[src/rtl/jtag_pkg.sv]
// jtag_pkg: TAP state encodings, command opcodes and master FSM states
// shared by the JTAG master and its TAP mirror.
package jtag_pkg;

  typedef enum logic [3:0] {
    TAP_EX2_DR = 4'd0,
    TAP_EX1_DR = 4'd1,
    TAP_SH_DR  = 4'd2,
    TAP_PAU_DR = 4'd3,
    TAP_SEL_IR = 4'd4,
    TAP_UPD_DR = 4'd5,
    TAP_CAP_DR = 4'd6,
    TAP_SEL_DR = 4'd7,
    TAP_EX2_IR = 4'd8,
    TAP_EX1_IR = 4'd9,
    TAP_SH_IR  = 4'd10,
    TAP_PAU_IR = 4'd11,
    TAP_RTI    = 4'd12,
    TAP_UPD_IR = 4'd13,
    TAP_CAP_IR = 4'd14,
    TAP_TLR    = 4'd15
  } tap_state_e;

  typedef enum logic [1:0] {
    OP_RESET = 2'd0,
    OP_IR    = 2'd1,
    OP_DR    = 2'd2,
    OP_IDLE  = 2'd3
  } cmd_op_e;

  typedef enum logic [2:0] {
    M_INIT,
    M_IDLE,
    M_PRE,
    M_SHIFT,
    M_POST,
    M_RUN,
    M_RSP
  } m_state_e;

  localparam int INIT_STEPS = 6;

endpackage

[src/rtl/jtag_tap_mirror.sv]
// jtag_tap_mirror: tracks the target TAP state from the TMS value
// presented on each TCK high phase.
module jtag_tap_mirror
  import jtag_pkg::*;
(
  input  logic       CLK,
  input  logic       RESETN,
  input  logic       i_step,
  input  logic       i_tms,
  output tap_state_e o_state
);

  tap_state_e r_state;
  tap_state_e w_next;

  always_comb begin
    w_next = r_state;
    unique case (r_state)
      TAP_TLR:    w_next = i_tms ? TAP_TLR    : TAP_RTI;
      TAP_RTI:    w_next = i_tms ? TAP_SEL_DR : TAP_RTI;
      TAP_SEL_DR: w_next = i_tms ? TAP_SEL_IR : TAP_CAP_DR;
      TAP_CAP_DR: w_next = i_tms ? TAP_EX1_DR : TAP_SH_DR;
      TAP_SH_DR:  w_next = i_tms ? TAP_EX1_DR : TAP_SH_DR;
      TAP_EX1_DR: w_next = i_tms ? TAP_UPD_DR : TAP_PAU_DR;
      TAP_PAU_DR: w_next = i_tms ? TAP_EX2_DR : TAP_PAU_DR;
      TAP_EX2_DR: w_next = i_tms ? TAP_UPD_DR : TAP_SH_DR;
      TAP_UPD_DR: w_next = i_tms ? TAP_SEL_DR : TAP_RTI;
      TAP_SEL_IR: w_next = i_tms ? TAP_TLR    : TAP_CAP_IR;
      TAP_CAP_IR: w_next = i_tms ? TAP_EX1_IR : TAP_SH_IR;
      TAP_SH_IR:  w_next = i_tms ? TAP_EX1_IR : TAP_SH_IR;
      TAP_EX1_IR: w_next = i_tms ? TAP_UPD_IR : TAP_PAU_IR;
      TAP_PAU_IR: w_next = i_tms ? TAP_EX2_IR : TAP_PAU_IR;
      TAP_EX2_IR: w_next = i_tms ? TAP_UPD_IR : TAP_SH_IR;
      TAP_UPD_IR: w_next = i_tms ? TAP_SEL_DR : TAP_RTI;
      default:    w_next = TAP_TLR;
    endcase
  end

  always_ff @(posedge CLK or negedge RESETN) begin
    if (!RESETN) begin
      r_state <= TAP_TLR;
    end else if (i_step) begin
      r_state <= w_next;
    end
  end

  assign o_state = r_state;

endmodule

[src/rtl/jtag_master.sv]
// jtag_master: host-side JTAG driver, TCK = CLK/2, low phase then high phase.
// Optional JTAG_STATE_MIRROR_EN exposes tap_state and checks RTI in idle.
module jtag_master
  import jtag_pkg::*;
#(
  parameter int MAX_LEN = 32,
  parameter int LEN_W   = $clog2(MAX_LEN + 1)
) (
  input  logic               CLK,
  input  logic               RESETN,
  input  logic               cmd_valid,
  output logic               cmd_ready,
  input  logic [1:0]         cmd_op,
  input  logic [LEN_W-1:0]   cmd_len,
  input  logic [MAX_LEN-1:0] cmd_data,
  output logic               rsp_valid,
  input  logic               rsp_ready,
  output logic [MAX_LEN-1:0] rsp_data,
`ifdef JTAG_STATE_MIRROR_EN
  output logic [3:0]         tap_state,
`endif
  output logic               tck,
  output logic               tms,
  output logic               tdi,
  input  logic               tdo
);

  localparam int IDX_W = (MAX_LEN > 1) ? $clog2(MAX_LEN) : 1;
  localparam int CNT_W = (LEN_W > 3) ? LEN_W : 3;
  localparam logic [LEN_W-1:0] MAX_N = LEN_W'(MAX_LEN);
  localparam logic [CNT_W-1:0] INIT_LAST = CNT_W'(INIT_STEPS - 1);

  m_state_e           r_state;
  m_state_e           w_nstate;
  logic               r_ph;
  logic [CNT_W-1:0]   r_cnt;
  logic [LEN_W-1:0]   r_len;
  logic               r_ir;
  logic [MAX_LEN-1:0] r_data;
  logic [MAX_LEN-1:0] r_rsp;

  logic               w_step;
  logic               w_tms;
  logic               w_tdi;
  logic               w_done;
  logic               w_accept;
  logic [CNT_W-1:0]   w_last;
  logic [CNT_W-1:0]   w_nm1;
  logic [LEN_W-1:0]   w_len;
  logic [IDX_W-1:0]   w_idx;
  tap_state_e         w_tap;

  assign w_len    = (cmd_len > MAX_N) ? MAX_N : cmd_len;
  assign w_nm1    = CNT_W'(r_len) - CNT_W'(1);
  assign w_idx    = r_cnt[IDX_W-1:0];
  assign w_accept = (r_state == M_IDLE) && cmd_valid;
  assign w_done   = w_step && r_ph && (r_cnt == w_last);

  // Step decode: which states toggle TCK and what TMS/TDI each step carries.
  always_comb begin
    w_step = 1'b0;
    w_tms  = 1'b0;
    w_tdi  = 1'b0;
    w_last = '0;
    unique case (r_state)
      M_INIT: begin
        w_step = 1'b1;
        w_tms  = (r_cnt != INIT_LAST);
        w_last = INIT_LAST;
      end
      M_PRE: begin
        w_step = 1'b1;
        w_tms  = (r_cnt == '0) || (r_ir && r_cnt == CNT_W'(1));
        w_last = r_ir ? CNT_W'(3) : CNT_W'(2);
      end
      M_SHIFT: begin
        w_step = 1'b1;
        w_tms  = (r_cnt == w_nm1);
        w_tdi  = r_data[w_idx];
        w_last = w_nm1;
      end
      M_POST: begin
        w_step = 1'b1;
        w_tms  = (r_cnt == '0);
        w_last = CNT_W'(1);
      end
      M_RUN: begin
        w_step = 1'b1;
        w_last = w_nm1;
      end
      default: ;
    endcase
  end

  always_comb begin
    w_nstate = r_state;
    unique case (r_state)
      M_INIT:  if (w_done) w_nstate = M_IDLE;
      M_IDLE: begin
        if (cmd_valid) begin
          unique case (cmd_op_e'(cmd_op))
            OP_RESET: w_nstate = M_INIT;
            OP_IR,
            OP_DR:    w_nstate = (w_len == '0) ? M_RSP : M_PRE;
            OP_IDLE:  w_nstate = (w_len == '0) ? M_IDLE : M_RUN;
            default:  w_nstate = M_IDLE;
          endcase
        end
      end
      M_PRE:   if (w_done) w_nstate = M_SHIFT;
      M_SHIFT: if (w_done) w_nstate = M_POST;
      M_POST:  if (w_done) w_nstate = M_RSP;
      M_RUN:   if (w_done) w_nstate = M_IDLE;
      M_RSP:   if (rsp_ready) w_nstate = M_IDLE;
      default: w_nstate = M_INIT;
    endcase
  end

  always_ff @(posedge CLK or negedge RESETN) begin
    if (!RESETN) begin
      r_state <= M_INIT;
      r_ph    <= 1'b0;
      r_cnt   <= '0;
      r_len   <= '0;
      r_ir    <= 1'b0;
      r_data  <= '0;
      r_rsp   <= '0;
    end else begin
      r_state <= w_nstate;
      if (w_accept) begin
        r_len  <= w_len;
        r_ir   <= (cmd_op == OP_IR);
        r_data <= cmd_data;
        r_rsp  <= '0;
        r_cnt  <= '0;
        r_ph   <= 1'b0;
      end else if (w_step) begin
        r_ph <= ~r_ph;
        if (r_ph) begin
          r_cnt <= w_done ? '0 : r_cnt + CNT_W'(1);
        end
        if (r_ph && r_state == M_SHIFT) begin
          r_rsp[w_idx] <= tdo;
        end
      end
    end
  end

  assign cmd_ready = (r_state == M_IDLE);
  assign rsp_valid = (r_state == M_RSP);
  assign rsp_data  = r_rsp;
  assign tck       = w_step & r_ph;
  assign tms       = w_tms;
  assign tdi       = w_tdi;

  jtag_tap_mirror u_mirror (
    .CLK     (CLK),
    .RESETN  (RESETN),
    .i_step  (tck),
    .i_tms   (tms),
    .o_state (w_tap)
  );

`ifdef JTAG_STATE_MIRROR_EN
  assign tap_state = w_tap;

  a_idle_in_rti: assert property (
    @(posedge CLK) disable iff (!RESETN)
    (r_state == M_IDLE) |-> (w_tap == TAP_RTI)
  );
`else
  logic w_unused_tap;
  assign w_unused_tap = ^w_tap;
`endif

endmodule

[config.mk]
export PLATFORM = sky130hd
export DESIGN_NAME = jtag_master
export DESIGN_NICKNAME = d
export VERILOG_FILES = /design/src/rtl/jtag_pkg.sv /design/src/rtl/jtag_tap_mirror.sv /design/src/rtl/jtag_master.sv
export SDC_FILE = /design/constraint.sdc
export NUM_CORES = 1
export LEC_CHECK = 0
export ABC_AREA = 0
export CORE_MARGIN = 1.5
export CORE_UTILIZATION = 56
export DETAILED_ROUTE_END_ITERATION = 8
export PLACE_DENSITY = 0.83
export SYNTH_ARGS = -nofsm -noshare
export SYNTH_HDL_FRONTEND = slang
export SYNTH_SLANG_ARGS = --single-unit
[constraint.sdc]
create_clock -name CLK -period 3.49 [get_ports CLK]
set_input_delay 0.349 -clock CLK [delete_from_list [all_inputs] [get_ports CLK]]
set_output_delay 0.349 -clock CLK [all_outputs]
set_load 0.02 [all_outputs]
==> results.yml, run 1 <==
final_layout:
  antennaDiodeCount: 0
  final_nets: 608
  area_growth_pct: 23.0
  drive_gt1_share_pct: 6.79
global_routing:
  first_global_vias: 3499
  grt_overflow: 0
  grt_max_degree: 82
  grtUsageTotal_pct: 25.4
  antenna_found_initial: 0
  grt_pass1_wl_um: 16600
setup_path:
  reg2reg_slack_ns: 1.02
  rr_worst_depth: 8
  startpoint_type: "flop"
  crit_family: "multiplexers"
  cp_cell_sequence: "mux4_2 -> mux4_2 -> mux2i_1 -> nor2b_1 -> clkdlybuf4s50_1"
  cp_slowest_stage_delay_ns: 0.67
  required_ns: 3.14
  critical_path_arrival_ns: 2.87
  cp_max_fo: 9
  critical_path_class: "reg -> out"
  path_depth: 5
  crit_path_start: "r_cnt[0]$_DFFE_PN0P_"
  cp_slowest_cell: "dfrtp_1"
  endpoint_kind: "output port"
  crit_path_end: "tdi"
  reg2reg_from: "r_len[0]$_DFFE_PN0P_"
  worstPathBufferInverterCount: 1
  r2r_end: "r_state[2]$_DFFE_PN0P_"
  cp_common_cell: "mux4_2"
clocking:
  cts_tree: "yes"
  cts-hold-fix-buffers: 0
  clkLatencyLatePin_ns: 0.36
  clock-sinks: 81
  cts_made_buffers: 9
  htreeDepth: 3
  cts_resized: 0
  cts_root_buffer: "clkbuf_8"
  cts_setup_buffers: 0
  clkSlewWorstSetupHoldPaths_ns: 0.09
  clockBufferDepth: 2
drt:
  drc: 0
  drt-total-wl_um: 9950
  routed_via_density: 5.45
  drtAntennaViolNets: 0
  first_pass_iters: 4
  drtIter0Drc: 202
  wl_per_cell_um: 15.1
  via_count: 3593
synthesis:
  syn_avg_cell_area_um2: 8.77
  ys.flop_type: "dfrtp_1"
  netlist_instances: 494
  async_flop_share_pct: 100
  synth_edf_count: 0
  synth_nets: 547
  ys_seq_area_share_pct: 46.8
  ys.warnings.count: 0
  yosys_register_bits: 81
  netlist_area_mm2: 0.00433
  synth_cell_types: 43
placement:
  gp_congestion: 0.839
  hpwlAfterDp_um: 6880
  numPortBuffers: 81
pwr:
  clockPowerShare_pct: 16.3
  combPwrFrac_pct: 44.1
  p_leak_uw: 0.00250
  p_sw_share_pct: 41.9
  power_density_mw_per_mm2: 756
  switchingPower_uw: 1690
  power.internal_uw: 2340
  seqPwrFrac_pct: 39.6
  vdd_ir_drop_max_mv: 0.479
min_path:
  hold_path_class: "in -> async"
floorplanning:
  dieArea_mm2: 0.00827
  start_util_pct: 58.8
  rows: 31
  die_h_um: 91.0
  core_area_mm2: 0.00737
  die_w_um: 91.0
  ios: 82
timing:
  worst_pin_slew_ns: 1.08
  timing.final.crit_share_pct: 92.1
  rsz0062_at_grt: "false"
  hold_ws_ns: 0.159
  setup_violations: 0
  skew_ns: 0.0117
  timing_hold_violations_final: 0
  fin_crit_ns: 3.22
  drv_slew: 0
  fmax_mhz: 311
  slew_headroom_pct: 28.1
  fin_tns_setup_ns: 0
outcome:
  status: "completed"
job:
  maxCapViolations: 0
-- Yosys cell counts, types with 2 or more instances --
library cell | number | area [um^2]
a21oi_1 | 26 | 130
and2_1 | 2 | 12.5
and3_1 | 8 | 50.1
and3b_1 | 2 | 17.5
buf_1 | 4 | 15.0
buf_2 | 11 | 55.1
clkbuf_1 | 17 | 63.8
clkbuf_2 | 2 | 10.0
dfrtp_1 | 81 | 2030
ha_1 | 8 | 100
inv_1 | 12 | 45.0
mux2i_1 | 14 | 140
mux4_2 | 10 | 225
nand2_1 | 172 | 646
nand3_1 | 25 | 125
nand3b_1 | 5 | 37.5
nor2_1 | 28 | 105
nor2b_1 | 6 | 37.5
nor3_1 | 5 | 25.0
nor3b_1 | 4 | 30.0
o21ai_0 | 9 | 45.0
o21bai_1 | 2 | 15.0
o31a_1 | 2 | 17.5
o31ai_1 | 3 | 22.5
o41ai_1 | 3 | 26.3
or3_1 | 2 | 12.5
xnor2_1 | 9 | 78.8
xor2_1 | 7 | 61.3
-- power groups by stage --
stage               combinational [uW]  clock, uW  sequential (uW)
global placement                  1690          0             1570
floorplan                         1410          0             1420
CTS                               1780        662             1590
global route                      1970        708             1640
finish                            1770        656             1600
detailed placement                1760          0             1590
-- final cells by class --
cell class	instances	area (um^2)
clock buffer	10	138
clock inverter	6	48.8
fill	562	2040
inverter	12	45.0
multi-input combinational	366	2110
sequential	81	2030
tap	99	124
timing repair buffer	85	838
-- cells by family after synthesis --
logic type               after synthesis  share of synthesized area, %
multiplexers                          26                          9.04
flip-flops                            81                          46.8
XOR/XNOR                              16                          3.24
adder cells (fa/ha/maj)                8                          2.31
AO/OA/AOI/OAI                         51                          7.13
AND/OR/NAND/NOR                      265                          26.9
buffers and inverters                 47                          4.62
-- sequential cells by signal, indices dropped and copies added (netlist names) --
register and count:
r_state 3, r_len 6, r_data 32, r_ir 1
r_ph 1, rsp_data 32, r_cnt 6
-- per-layer routing --
layer  GRT usage (%)  part of all wire [%]
met1            32.6                    41
met2            41.0                    49
met3            3.85                   5.5
met4            15.0                   3.9
met5               0                     0
-- cells in the final DEF, fill, tap and decap left out, drive strengths merged, types with 3 or more instances in the layout --
master,n
nor3b,4
nand3,25
dfrtp,81
nand3b,6
xor2,7
o41ai,3
and3,8
a21oi,26
nor3,5
xnor2,9
nand2,172
nor2,28
clkbuf,10
mux2i,14
mux4,10
o31ai,4
inv,15
buf,5
o21ai,9
ha,8
clkdlybuf4s50,80
nor2b,6
-- worst reg2reg max path, stage by stage, from the launching register on --
cell	delay, ns
dfrtp_1	0.44
inv_1	0.08
ha_1	0.36
and4bb_1	0.24
a21oi_1	0.15
xnor2_1	0.15
nand3_1	0.26
o31a_1	0.37
mux2_4	0.31
-- how the worst min path moves through the flow --
stage / slack [ns] / startpoint / end / cells past startpoint
finish: 0.16 / RESETN / rsp_data[23]$_DFFE_PN0P_ / 1
global route: 0.23 / RESETN / r_ir$_DFFE_PN0P_ / 1
CTS: 0.19 / RESETN / rsp_data[29]$_DFFE_PN0P_ / 1
detailed placement: 0.46 / r_data[11]$_DFFE_PN0P_ / r_data[11]$_DFFE_PN0P_ / 2
global placement: 0.46 / r_data[2]$_DFFE_PN0P_ / r_data[2]$_DFFE_PN0P_ / 2
floorplan: 0.05 / RESETN / r_cnt[0]$_DFFE_PN0P_ / 0
-- stage by stage --
| step | std cells | total power (uW) | util [%] | area (um^2) | setup WS [ns] |
|---|---|---|---|---|---|
| 6_report | 659 | 4030 | 72.3 | 5330 | 0.275 |
| 3_3_place_gp | 643 | 3270 | 69.7 | 5140 | 0.756 |
| 3_5_place_dp | 643 | 3350 | 69.7 | 5140 | 0.707 |
| 2_1_floorplan | 494 | 2840 | - | 4330 | 1.15 |
| 4_1_cts | 659 | 4030 | 72.3 | 5330 | 0.245 |
| 5_1_grt | 659 | 4310 | 72.3 | 5330 | 0.0960 |
Power figures use the tool's default switching activity.
==> inputs of run 2 (changes only) <==
- SLEW_MARGIN: not set -> 20
==> results.yml, run 2 (same netlist as run 1, synthesis figures left out) <==
final_layout:
  final_common_cell: "nand2_1"
  instances_no_fill: 659
  area_growth_pct: 22.9
  design_area_mm2: 0.00533
  drive_gt1_share_pct: 6.96
  antennaDiodeCount: 0
  final_nets: 608
  most-common-layout-cells: "nand2_1 (172), dfrtp_1 (81), clkdlybuf4s50_1 (79), nor2_1 (28), a21oi_1 (26)"
timing:
  drv_slew: 0
  fin_tns_setup_ns: 0
  setup_violations: 0
  fmax_mhz: 311
  hold_ws_ns: 0.0262
  skew_ns: 0.0128
  worst_pin_slew_ns: 0.761
  fin_crit_ns: 3.21
  rsz0062_at_grt: "false"
  slew_headroom_pct: 48.9
  timing.final.crit_share_pct: 92.1
  timing_hold_violations_final: 0
clocking:
  clkLatencyLatePin_ns: 0.36
  cts-hold-fix-buffers: 0
  cts_made_buffers: 9
  clockBufferDepth: 2
  cts_tree: "yes"
  clock-sinks: 81
  cts_root_buffer: "clkbuf_8"
  cts_resized: 0
  cts_setup_buffers: 0
  htreeDepth: 3
  clkSlewWorstSetupHoldPaths_ns: 0.09
floorplanning:
  ios: 82
  start_util_pct: 58.8
  die_h_um: 91.0
  rows: 31
  dieArea_mm2: 0.00827
  die_w_um: 91.0
  core_area_mm2: 0.00737
placement:
  place_inst: 643
  gp_congestion: 0.839
  hpwlAfterDp_um: 6880
  numPortBuffers: 81
  dpl_cell_area_mm2: 0.00514
drt:
  drtIter0Drc: 215
  drt-total-wl_um: 9890
  drtAntennaViolNets: 0
  wl_per_cell_um: 15.0
  first_pass_iters: 5
  drc: 0
  routed_via_density: 5.41
  via_count: 3563
outcome:
  status: "completed"
setup_path:
  critical_path_class: "reg -> out"
  startpoint_type: "flop"
  endpoint_kind: "output port"
  cp_max_fo: 9
  critical_path_arrival_ns: 2.86
  required_ns: 3.14
global_routing:
  antenna_found_initial: 0
  grt_overflow: 0
  grt_max_degree: 82
  grtUsageTotal_pct: 25.4
  first_global_vias: 3499
  grt_pass1_wl_um: 16600
pwr:
  p_leak_uw: 0.00250
  vdd_ir_drop_max_mv: 0.473
  power_density_mw_per_mm2: 755
min_path:
  hold_path_class: "in -> async"
job:
  maxCapViolations: 0
[run 2: layout make-up]
| class | count | area (um^2) |
|---|---|---|
| timing repair buffer | 85 | 837 |
| clock inverter | 6 | 48.8 |
| tap | 99 | 124 |
| inverter | 12 | 45.0 |
| multi-input combinational | 366 | 2110 |
| fill | 563 | 2040 |
| clock buffer | 10 | 138 |
| sequential | 81 | 2030 |
[run 2: where the power goes]
group	switching, uW	internal, uW	leakage [uW]
Combinational	946	827	0.00134
Sequential	370	1220	0.00107
Clock	366	286	0.0000912
[run 2: final timing paths]
check                                        from                  endpoint  slack, ns  cells past startpoint
setup reg to reg             r_len[0]$_DFFE_PN0P_    r_state[2]$_DFFE_PN0P_       1.02                      8
min in group CLK           r_data[11]$_DFFE_PN0P_    r_data[11]$_DFFE_PN0P_       0.48                      2
setup / recovery             r_cnt[0]$_DFFE_PN0P_                       tdi       0.28                      5
hold / removal                             RESETN  rsp_data[23]$_DFFE_PN0P_       0.03                      1
hold reg to reg            r_data[11]$_DFFE_PN0P_    r_data[11]$_DFFE_PN0P_       0.48                      2
max in group asynchronous                  RESETN      r_len[5]$_DFFE_PN0P_       2.97                      1
[run 2: critical path, cell delays in order (launching register included)]
cell and delay [ns]:
dfrtp_1 0.67, mux4_2 0.60, mux4_2 0.48, mux2i_1 0.13, nor2b_1 0.08, clkdlybuf4s50_1 0.54
[run 2: stage by stage]
| step | total power [uW] | utilization, % | setup WS, ns |
|---|---|---|---|
| after floorplan | 2840 | - | 1.15 |
| after CTS | 4030 | 72.3 | 0.245 |
| after global placement | 3270 | 69.7 | 0.756 |
| after global routing | 4310 | 72.3 | 0.0960 |
| after detailed placement | 3350 | 69.7 | 0.707 |
| final | 4020 | 72.3 | 0.276 |
[run 2: routing by layer]
layer	share of wire [%]	wire length, um	global-route usage [%]
met5	0	0	0
met4	3.9	386	15.0
met3	5.5	542	3.85
met2	49	4880	41.0
met1	41	4080	32.6
